`src/rtl/cim_pkg.sv`:
```
// Shared types and sizing helpers for the bit-serial CIM crossbar tile.
package cim_pkg;

    typedef enum logic [1:0] {IDLE, COMPUTE, ACCUM} state_e;

    function automatic int unsigned clog2_min1(input int unsigned n);
        return (n > 1) ? $clog2(n) : 1;
    endfunction

    function automatic int unsigned obuf_data_size(input int unsigned data_size,
                                                   input int unsigned xbar_size);
        return 2 * data_size + $clog2(xbar_size);
    endfunction

endpackage

```
`src/rtl/cim_xbar_weights.sv`:
```
// Weight store for one crossbar tile: single-entry write port, full-row combinational read.
module cim_xbar_weights
    import cim_pkg::*;
#(
    parameter int unsigned DATA_SIZE = 4,
    parameter int unsigned XBAR_SIZE = 16,
    parameter int unsigned ELEMENTS  = 4,
    localparam int unsigned RW = $clog2(XBAR_SIZE),
    localparam int unsigned CW = clog2_min1(ELEMENTS)
) (
    input  logic                          clk_i,
    input  logic                          rst_ni,
    input  logic                          we_i,
    input  logic [RW-1:0]                 row_i,
    input  logic [CW-1:0]                 col_i,
    input  logic [DATA_SIZE-1:0]          data_i,
    input  logic [RW-1:0]                 rd_row_i,
    output logic [ELEMENTS*DATA_SIZE-1:0] rd_data_o
);

    logic [DATA_SIZE-1:0] w_q [XBAR_SIZE][ELEMENTS];

    // Out-of-range row/col never matches an entry, so such writes drop naturally.
    always_ff @(posedge clk_i or negedge rst_ni) begin
        if (!rst_ni) begin
            for (int r = 0; r < XBAR_SIZE; r++) begin
                for (int c = 0; c < ELEMENTS; c++) begin
                    w_q[r][c] <= '0;
                end
            end
        end else if (we_i) begin
            for (int r = 0; r < XBAR_SIZE; r++) begin
                for (int c = 0; c < ELEMENTS; c++) begin
                    if (int'(row_i) == r && int'(col_i) == c) begin
                        w_q[r][c] <= data_i;
                    end
                end
            end
        end
    end

    always_comb begin
        for (int c = 0; c < ELEMENTS; c++) begin
            rd_data_o[c*DATA_SIZE +: DATA_SIZE] = w_q[rd_row_i][c];
        end
    end

endmodule

```
`src/rtl/cim_xbar_tile.sv`:
```
// Bit-serial CIM crossbar tile: one input bit-plane per start, shifted accumulation per column,
// results served through an address-indexed output-buffer read port.
module cim_xbar_tile
    import cim_pkg::*;
#(
    parameter int unsigned DATA_SIZE      = 4,
    parameter int unsigned XBAR_SIZE      = 16,
    parameter int unsigned BUS_WIDTH      = 4,
    parameter int unsigned OBUF_BUS_WIDTH = 24,
    localparam int unsigned OBUF_DATA_SIZE = obuf_data_size(DATA_SIZE, XBAR_SIZE),
    localparam int unsigned ELEMENTS       = XBAR_SIZE / DATA_SIZE,
    localparam int unsigned NUM_CHANNELS   = OBUF_BUS_WIDTH / OBUF_DATA_SIZE,
    localparam int unsigned NUM_ADDR       = XBAR_SIZE / BUS_WIDTH,
    localparam int unsigned NUM_ADDR_OBUF  = (ELEMENTS + NUM_CHANNELS - 1) / NUM_CHANNELS,
    localparam int unsigned AW             = clog2_min1(NUM_ADDR),
    localparam int unsigned RW             = $clog2(XBAR_SIZE),
    localparam int unsigned CW             = clog2_min1(ELEMENTS),
    localparam int unsigned OAW            = clog2_min1(NUM_ADDR_OBUF)
) (
    input  logic                                   clk,
    input  logic                                   rst,
    input  logic                                   i_we,
    input  logic [AW-1:0]                          i_addr,
    input  logic [BUS_WIDTH-1:0]                   i_data,
    input  logic                                   i_start,
    output logic                                   o_ready,
    input  logic                                   i_w_we,
    input  logic [RW-1:0]                          i_w_row,
    input  logic [CW-1:0]                          i_w_col,
    input  logic [DATA_SIZE-1:0]                   i_w_data,
    input  logic [OAW-1:0]                         i_obuf_addr,
    output logic [NUM_CHANNELS*OBUF_DATA_SIZE-1:0] o_data
);

    localparam int unsigned PW   = DATA_SIZE + RW + 1;
    localparam int unsigned PLW  = clog2_min1(DATA_SIZE);
    localparam int unsigned RowW = ELEMENTS * DATA_SIZE;

    state_e                    state_q;
    logic                      ready_q;
    logic [XBAR_SIZE-1:0]      in_q;
    logic [RW-1:0]             row_q;
    logic [PLW-1:0]            plane_q;
    logic                      fetch_done_q;
    logic                      stage_vld_q;
    logic [RowW-1:0]           stage_q;
    logic [PW-1:0]             psum_q [ELEMENTS];
    logic [OBUF_DATA_SIZE-1:0] acc_q  [ELEMENTS];
    logic [OBUF_DATA_SIZE-1:0] acc_d  [ELEMENTS];
    logic [OBUF_DATA_SIZE:0]   acc_sum [ELEMENTS];
    logic [RowW-1:0]           w_row;

    cim_xbar_weights #(
        .DATA_SIZE (DATA_SIZE),
        .XBAR_SIZE (XBAR_SIZE),
        .ELEMENTS  (ELEMENTS)
    ) u_weights (
        .clk_i     (clk),
        .rst_ni    (rst),
        .we_i      (i_w_we && (state_q == IDLE)),
        .row_i     (i_w_row),
        .col_i     (i_w_col),
        .data_i    (i_w_data),
        .rd_row_i  (row_q),
        .rd_data_o (w_row)
    );

    // Plane 0 overwrites so a new inference needs no explicit clear.
    always_comb begin
        for (int c = 0; c < ELEMENTS; c++) begin
            acc_sum[c] = (OBUF_DATA_SIZE + 1)'(acc_q[c])
                       + ((OBUF_DATA_SIZE + 1)'(psum_q[c]) << plane_q);
            acc_d[c]   = (plane_q == '0) ? OBUF_DATA_SIZE'(psum_q[c])
                                         : acc_sum[c][OBUF_DATA_SIZE-1:0];
        end
    end

    // Row fetch is staged one cycle ahead of the psum adders to keep the add path short.
    always_ff @(posedge clk or negedge rst) begin
        if (!rst) begin
            state_q      <= IDLE;
            ready_q      <= 1'b1;
            in_q         <= '0;
            row_q        <= '0;
            plane_q      <= '0;
            fetch_done_q <= 1'b0;
            stage_vld_q  <= 1'b0;
            stage_q      <= '0;
            for (int c = 0; c < ELEMENTS; c++) begin
                psum_q[c] <= '0;
                acc_q[c]  <= '0;
            end
        end else begin
            unique case (state_q)
                IDLE: begin
                    if (i_we) begin
                        for (int b = 0; b < NUM_ADDR; b++) begin
                            if (int'(i_addr) == b) in_q[b*BUS_WIDTH +: BUS_WIDTH] <= i_data;
                        end
                    end
                    if (i_start) begin
                        state_q      <= COMPUTE;
                        ready_q      <= 1'b0;
                        row_q        <= '0;
                        fetch_done_q <= 1'b0;
                        stage_vld_q  <= 1'b0;
                        for (int c = 0; c < ELEMENTS; c++) psum_q[c] <= '0;
                    end
                end
                COMPUTE: begin
                    if (stage_vld_q) begin
                        for (int c = 0; c < ELEMENTS; c++) begin
                            psum_q[c] <= psum_q[c] + PW'(stage_q[c*DATA_SIZE +: DATA_SIZE]);
                        end
                    end
                    if (!fetch_done_q) begin
                        stage_q     <= in_q[row_q] ? w_row : '0;
                        stage_vld_q <= 1'b1;
                        row_q       <= row_q + 1'b1;
                        if (row_q == RW'(XBAR_SIZE - 1)) fetch_done_q <= 1'b1;
                    end else begin
                        stage_vld_q <= 1'b0;
                        state_q     <= ACCUM;
                    end
                end
                ACCUM: begin
                    for (int c = 0; c < ELEMENTS; c++) acc_q[c] <= acc_d[c];
                    plane_q <= (plane_q == PLW'(DATA_SIZE - 1)) ? '0 : plane_q + 1'b1;
                    state_q <= IDLE;
                    ready_q <= 1'b1;
                end
                default: begin
                    state_q <= IDLE;
                    ready_q <= 1'b1;
                end
            endcase
        end
    end

    assign o_ready = ready_q;

    // Channels that map past the last column read as zero.
    always_comb begin
        o_data = '0;
        for (int ch = 0; ch < NUM_CHANNELS; ch++) begin
            for (int e = 0; e < ELEMENTS; e++) begin
                if (int'(i_obuf_addr) * NUM_CHANNELS + ch == e) begin
                    o_data[ch*OBUF_DATA_SIZE +: OBUF_DATA_SIZE] = acc_q[e];
                end
            end
        end
    end

endmodule

```
`config.mk`:
```
export PLATFORM = sky130hd
export DESIGN_NAME = cim_xbar_tile
export DESIGN_NICKNAME = d
export VERILOG_FILES = /design/src/rtl/cim_pkg.sv /design/src/rtl/cim_xbar_weights.sv /design/src/rtl/cim_xbar_tile.sv
export SDC_FILE = /design/constraint.sdc
export NUM_CORES = 1
export LEC_CHECK = 0
export CAP_MARGIN = 0
export CORE_MARGIN = 2
export CORE_UTILIZATION = 40
export DETAILED_ROUTE_END_ITERATION = 8
export PLACE_DENSITY = 0.6
export SYNTH_ARGS = -nofsm -noshare
export SYNTH_HDL_FRONTEND = slang
export SYNTH_SLANG_ARGS = --single-unit
```
`constraint.sdc`:
```
create_clock -name clk -period 3.2 [get_ports clk]
set_input_delay 0.64 -clock clk [delete_from_list [all_inputs] [get_ports clk]]
set_output_delay 0.64 -clock clk [all_outputs]
set_load 0.02 [all_outputs]
```
# After elaboration in Yosys (flattened, before gate mapping)
# Index checks and enable logic that the tools add are counted.
[word_totals] reg_bits=383 input_bits=22 output_inout_bits=25 wordCells=315
[classes] addsub=11 magnitude_cmp=2 eq_ne=32 shift=4 muxes=33 n_bitwise=3 n_reduce_logical=147
[ops] cell="AND reduction 2 bit" n=68
[ops] cell="two-way mux 12 bit" n=10
[ops] cell="two-way mux 36 bit" n=2
[ops] cell="case mux 36 bit (2 select lines)" n=1
[ops] cell="logical AND 1 bit" n=65
[ops] cell="binary-select mux 16 bit (select 4 bit)" n=1
[ops] cell="zero test 32 bit" n=2
[ops] cell="adder 12 bit" n=4
[ops] cell="two-way mux 16 bit" n=3
[ops] cell="<< shifter 9 x 2 -> 12 bit" n=4
[ops] cell="adder 9 x 4 -> 9 bit" n=4
[ops] cell="equality test 4 bit, second input constant" n=9
[ops] cell="equality test 32 x 1 -> 1 bit, second input constant" n=1
[ops] cell="equality test 32 x 2 -> 1 bit, second input constant" n=1
[ops] cell="AND reduction 3 bit" n=6
[ops] cell="equality test 4 x 3 -> 1 bit, second input constant" n=4
[ops] cell="equality test 2 bit, second input constant" n=6
[ops] cell="equality test 4 x 2 -> 1 bit, second input constant" n=2
[ops] cell="zero test 2 bit" n=4
[ops] cell="two-way mux 4 bit" n=2
[ops] cell="inequality test 2 bit, second input constant" n=4
[ops] cell="case mux 4 bit (2 select lines)" n=1
[ops] cell="equality test 2 x 1 -> 1 bit, second input constant" n=3
[ops] cell="two-way mux 2 bit" n=3
[ops] cell="15 further kinds" n=22

# Logic depth before layout (Yosys ltp)
[depth] ltp_word=6 mapped_depth=14 depth_no_buf=11

# By module
# From an unflattened synthesis, not the netlist that was laid out.
[unflattened] cells_unflattened=1739 hier_area_um2=20805.0
[modules_own_cells] module="cim_xbar_weights" instances=1 cells_per_inst=773 area_each_um2=11771.3 seq_area_each_um2=6406.1
[modules_own_cells] module="cim_xbar_tile" instances=1 cells_per_inst=966 area_each_um2=9033.7 seq_area_each_um2=3179.3

# Worst setup path after synthesis
# No wires, ideal clock.
[synth_timing] path_type="register to register" from="register plane_q[1]" to="register acc_q[47] (netlist name)" setup_ns=0.067 t_arrival_ns=3.228 required_ns=3.133 slack_ns=-0.095 stages_incl_launch_ff=12 n_path_buf=3 synth_period_minus_slack_ns=3.295 path_cell_list="dfrtp_1 -> buf_2 -> buf_1 -> clkbuf_1 -> mux4_2 -> ha_1 -> o211ai_1 -> o211a_1 -> o211a_1 -> or3_1 -> a211oi_1 -> a311o_1"
[synth_between] elab_chain_cells=3 elab_cells_between_ends=4 classes_between="1 x add/sub; 1 x shift; 1 x mux; 1 x reduce/logical"
[synth_rtl] element="start, declared" line_no="cim_xbar_tile.sv:43" source="logic [PLW-1:0] plane_q;"
[synth_rtl] element="start signal, assigned" line_no="cim_xbar_tile.sv:128" source="plane_q <= (plane_q == PLW'(DATA_SIZE - 1)) ? '0 : plane_q + 1'b1;"
[synth_rtl] element="<< shifter 9 x 2 -> 12 bit" line_no="cim_xbar_tile.sv:72" source="+ ((OBUF_DATA_SIZE + 1)'(psum_q[c]) << plane_q);"
[synth_rtl] element="adder 12 bit" line_no="cim_xbar_tile.sv:72"
[synth_rtl] element="two-way mux 12 bit *" line_no="cim_xbar_tile.sv:73" source="acc_d[c] = (plane_q == '0) ? OBUF_DATA_SIZE'(psum_q[c])"
[synth_rtl] element="end signal, assigned by index" line_no="cim_xbar_tile.sv:91" source="acc_q[c] <= '0;"
[synth_rtl] element="end, declared" line_no="cim_xbar_tile.sv:48" source="logic [OBUF_DATA_SIZE-1:0] acc_q [ELEMENTS];"
# Every way passes the cells marked *; elsewhere a longest branch is shown, timed or not.
# A chain may end at the register's enable or synchronous reset.

# Worst setup path in the final report
# Ends and elaborated chain as after synthesis.

==> impl_metrics.toml <==
[worst_setup_path]
start_kind = "flop"
cp.required_ns = 3.68
critPathArrivalTime_ns = 3.46
r2r_cells = 11
endpoint = "acc_q[47]"
cp-startpoint = "plane_q[1]"
reg2reg_to = "acc_q[47]"
critPathKind = "flop to flop"
reg2reg_from = "plane_q[1]"
cp_max_fo = 25
crit_path_end_kind = "flop"
regToRegSetupSlack_ns = 0.22

[logic_synthesis]
synth_seq_cells = 383
synthCells = 1752
synth_compound_area_share_pct = 8.81
syn-num-nets = 1845
synth_edf_count = 0
synth_area_per_cell_um2 = 12.0
synth_top_cell_by_area = "dfrtp_1"
yosysWarnings = 0
ys.flop_type = "dfrtp_1"
synth-simple-area-share_pct = 8.15
netlist_area_um2 = 21100
yosysUniqueCellTypes = 55
netlist_top_cells_area = "dfrtp_1 45%, mux2_2 16%, mux4_2 7.6%"
synth_mux_area_share_pct = 27.8
synth_xor_xnor_area_share_pct = 2.24
synth-async-reset-ratio_pct = 100
yosysSeqAreaShare_pct = 45.5
synth_top_area_share_pct = 45.3
synthAdderAreaFrac_pct = 4.50
synth_top_family_by_area = "multiplexers"

[timing]
rsz0062_at_grt = "no"
finalHoldViolCount = 0
fin_tns_setup_ns = 0
drv_slew = 0
fmax_ghz = 0.336
finalSetupViolCount = 0
relSlewSlack_pct = 24.4
finalCritPeriodShare_pct = 93.1
fin_crit_ns = 2.98
skew_ns = 0.0528
max_slew.worst_pin.slew_ns = 1.13

[outcome]
status = "finished, final reports clean"

[placement]
placed_area_um2 = 22500
place.gp.congestion = 0.878
hpwlAfterDp_um = 34500
io_buffers = 46
dpl.cell_count = 2431

[clock_tree]
clockBufferDepth = 3
htree_levels = 2
clockRootBuffer = "clkbuf_16"
cts_sinks = 383
cts_made_buffers = 44
cts_tree = "yes"
clkTransAtPathRegs_ns = 0.06
insertion_delay_ns = 0.59

[power_and_ir_drop]
clkPwrFrac_pct = 28.1
p_sw_share_pct = 35.2
p_sw_w = 0.00656
max-vdd-ir-drop_mv = 0.446
power_w = 0.0187
p_per_area_nw_per_um2 = 775
leakage_nw = 11.2
seq_power_share_pct = 35.0
p_int_w = 0.0121
p_comb_share_pct = 36.8

[global_route]
grt_max_degree = 97
grt_pass1_vias = 14500
grt_pass1_wl_um = 82000
grt_overflow = 0
grt.total_usage_pct = 19.0
antenna_found_initial = 0

[min_path]
min_path_type = "flop to flop"

[layout]
layout.nets = 1886
layout_commonest_cell = "dfrtp_1"
postLayoutCellArea_um2 = 24100
antenna_cells = 0
seq_area_um2 = 9600
fill_cells = 4809
layout-drive-gt1-share_pct = 29.5
layout_common_cells = "378 x dfrtp_1, 300 x mux2_2, 119 x nand2_1"
final_cells = 2516
fin_util_pct = 46.0
syn_to_final_growth_pct = 14.2
multiInputGateArea_um2 = 10900

[route]
dr.pass1.iters = 5
drtIter0Drc = 762
vias_per_cell = 5.52
drtAntennaViolNets = 0
wl_per_cell_um = 19.8
finalWirelength_um = 49800
vias = 13900
remaining_drc_errors = 0

[run]
drv_cap = 0

[die]
dieHeight_um = 234
io_pins = 47
core.rowCount = 84
die_w_um = 234
initial_core_util_pct = 40.3
die_area_um2 = 54600
core_region_area_um2 = 52300
-- routing by layer --
layer	share of wire (%)	GRT usage, %	wire length, µm
met5	0	0	0
met4	2.1	5.32	1070
met3	3.2	2.33	1620
met2	48	31.1	23700
met1	47	26.6	23400
-- cell type report --
class,instances,area share (%)
timing repair buffer,108,4.52
multi-input combinational,1220,45.2
clock inverter,18,0.998
sequential,383,39.9
tap,688,3.58
clock buffer,63,5.33
inverter,36,0.561
-- stage by stage --
stage / hold WS [ns] / setup slack (ns)
2_1_floorplan: 0.344 / 0.0836
3_3_place_gp: 0.479 / 0.0635
3_5_place_dp: 0.480 / -0.0709
4_1_cts: 0.490 / 0.0547
5_1_grt: 0.510 / 0.0515
6_report: 0.487 / 0.222
-- Yosys cell counts (4+ instances only) --
| master | count |
|---|---|
| o2111ai_1 | 6 |
| dfrtp_1 | 382 |
| a31oi_1 | 12 |
| or3_1 | 9 |
| xor2_1 | 41 |
| nand2b_1 | 18 |
| a21o_1 | 23 |
| o41ai_1 | 4 |
| and2_1 | 10 |
| nor2b_1 | 31 |
| xnor2_1 | 13 |
| a311o_1 | 4 |
| buf_2 | 13 |
| nor3b_1 | 5 |
| ha_1 | 63 |
| clkbuf_1 | 81 |
| a22o_1 | 12 |
| fa_1 | 8 |
| a21boi_0 | 4 |
| nor2_1 | 105 |
| mux2i_1 | 46 |
| mux4_1 | 13 |
| o21a_1 | 12 |
| mux2_2 | 300 |
| o22ai_1 | 4 |
| nand3_1 | 24 |
| nor3_1 | 19 |
| a211oi_1 | 19 |
| buf_4 | 4 |
| mux4_2 | 71 |
| nand4_1 | 5 |
| inv_1 | 36 |
| o31ai_1 | 4 |
| and3_1 | 5 |
| nand2_1 | 119 |
| buf_1 | 11 |
| o211a_1 | 8 |
| o21ai_0 | 82 |
| or2_2 | 5 |
| o211ai_1 | 18 |
| a21oi_1 | 67 |
| nor2_2 | 11 |
-- power by group through the flow --
stage | clock network [W] | registers (W) | logic (W)
CTS | 0.00539 | 0.00656 | 0.00687
global route | 0.00562 | 0.00666 | 0.00760
finish | 0.00525 | 0.00654 | 0.00687
global placement | 0 | 0.00660 | 0.00674
detailed placement | 0 | 0.00663 | 0.00684
floorplan | 0 | 0.00616 | 0.00523
-- what timing repair did --
action,4_1_cts,5_1_grt
buffers inserted,0,3
endpoints found under the setup margin,1,10
gates resized for setup,2,4
endpoints found under the hold margin,27,0
hold buffers,1,0
-- kinds of logic after synthesis --
| logic type | count (synthesis) |
|---|---|
| adders and majority gates | 71 |
| buffers and inverters | 149 |
| AOI/OAI and AO/OA | 292 |
| DFF | 383 |
| xor gates and xnor gates | 54 |
| and+or+nand+nor | 370 |
| muxes | 433 |
-- sequential cells by signal, summed over array words and instances, names as in the netlist --
signal,flops
o_ready,1
stage_vld_q,1
stage_q,16
fetch_done_q,1
row_q,4
u_weights.w_q,256
acc_q,48
state_q,2
plane_q,2
psum_q,36
in_q,16
-- how the worst min path moves through the flow --
stage                      start           endpoint  slack (ns)  cells after the start
6_report              stage_q[8]         stage_q[8]        0.49                      1
5_1_grt        u_weights.w_q[23]  u_weights.w_q[23]        0.51                      1
4_1_cts                  o_ready            o_ready        0.49                      2
3_5_place_dp             o_ready            o_ready        0.48                      2
3_3_place_gp          stage_q[8]         stage_q[8]        0.48                      1
2_1_floorplan                rst           acc_q[0]        0.34                      0
-- critical path: stages (launching register included) --
cell	delay [ns]
dfrtp_2	0.46
buf_12	0.19
nor2_1	0.37
nand2_1	0.09
o21ai_0	0.13
ha_1	0.29
o211ai_1	0.14
o211a_1	0.26
o211a_1	0.21
or3_1	0.38
a211oi_1	0.21
a311o_1	0.14
Note: power is estimated with default switching activity, not from simulation.
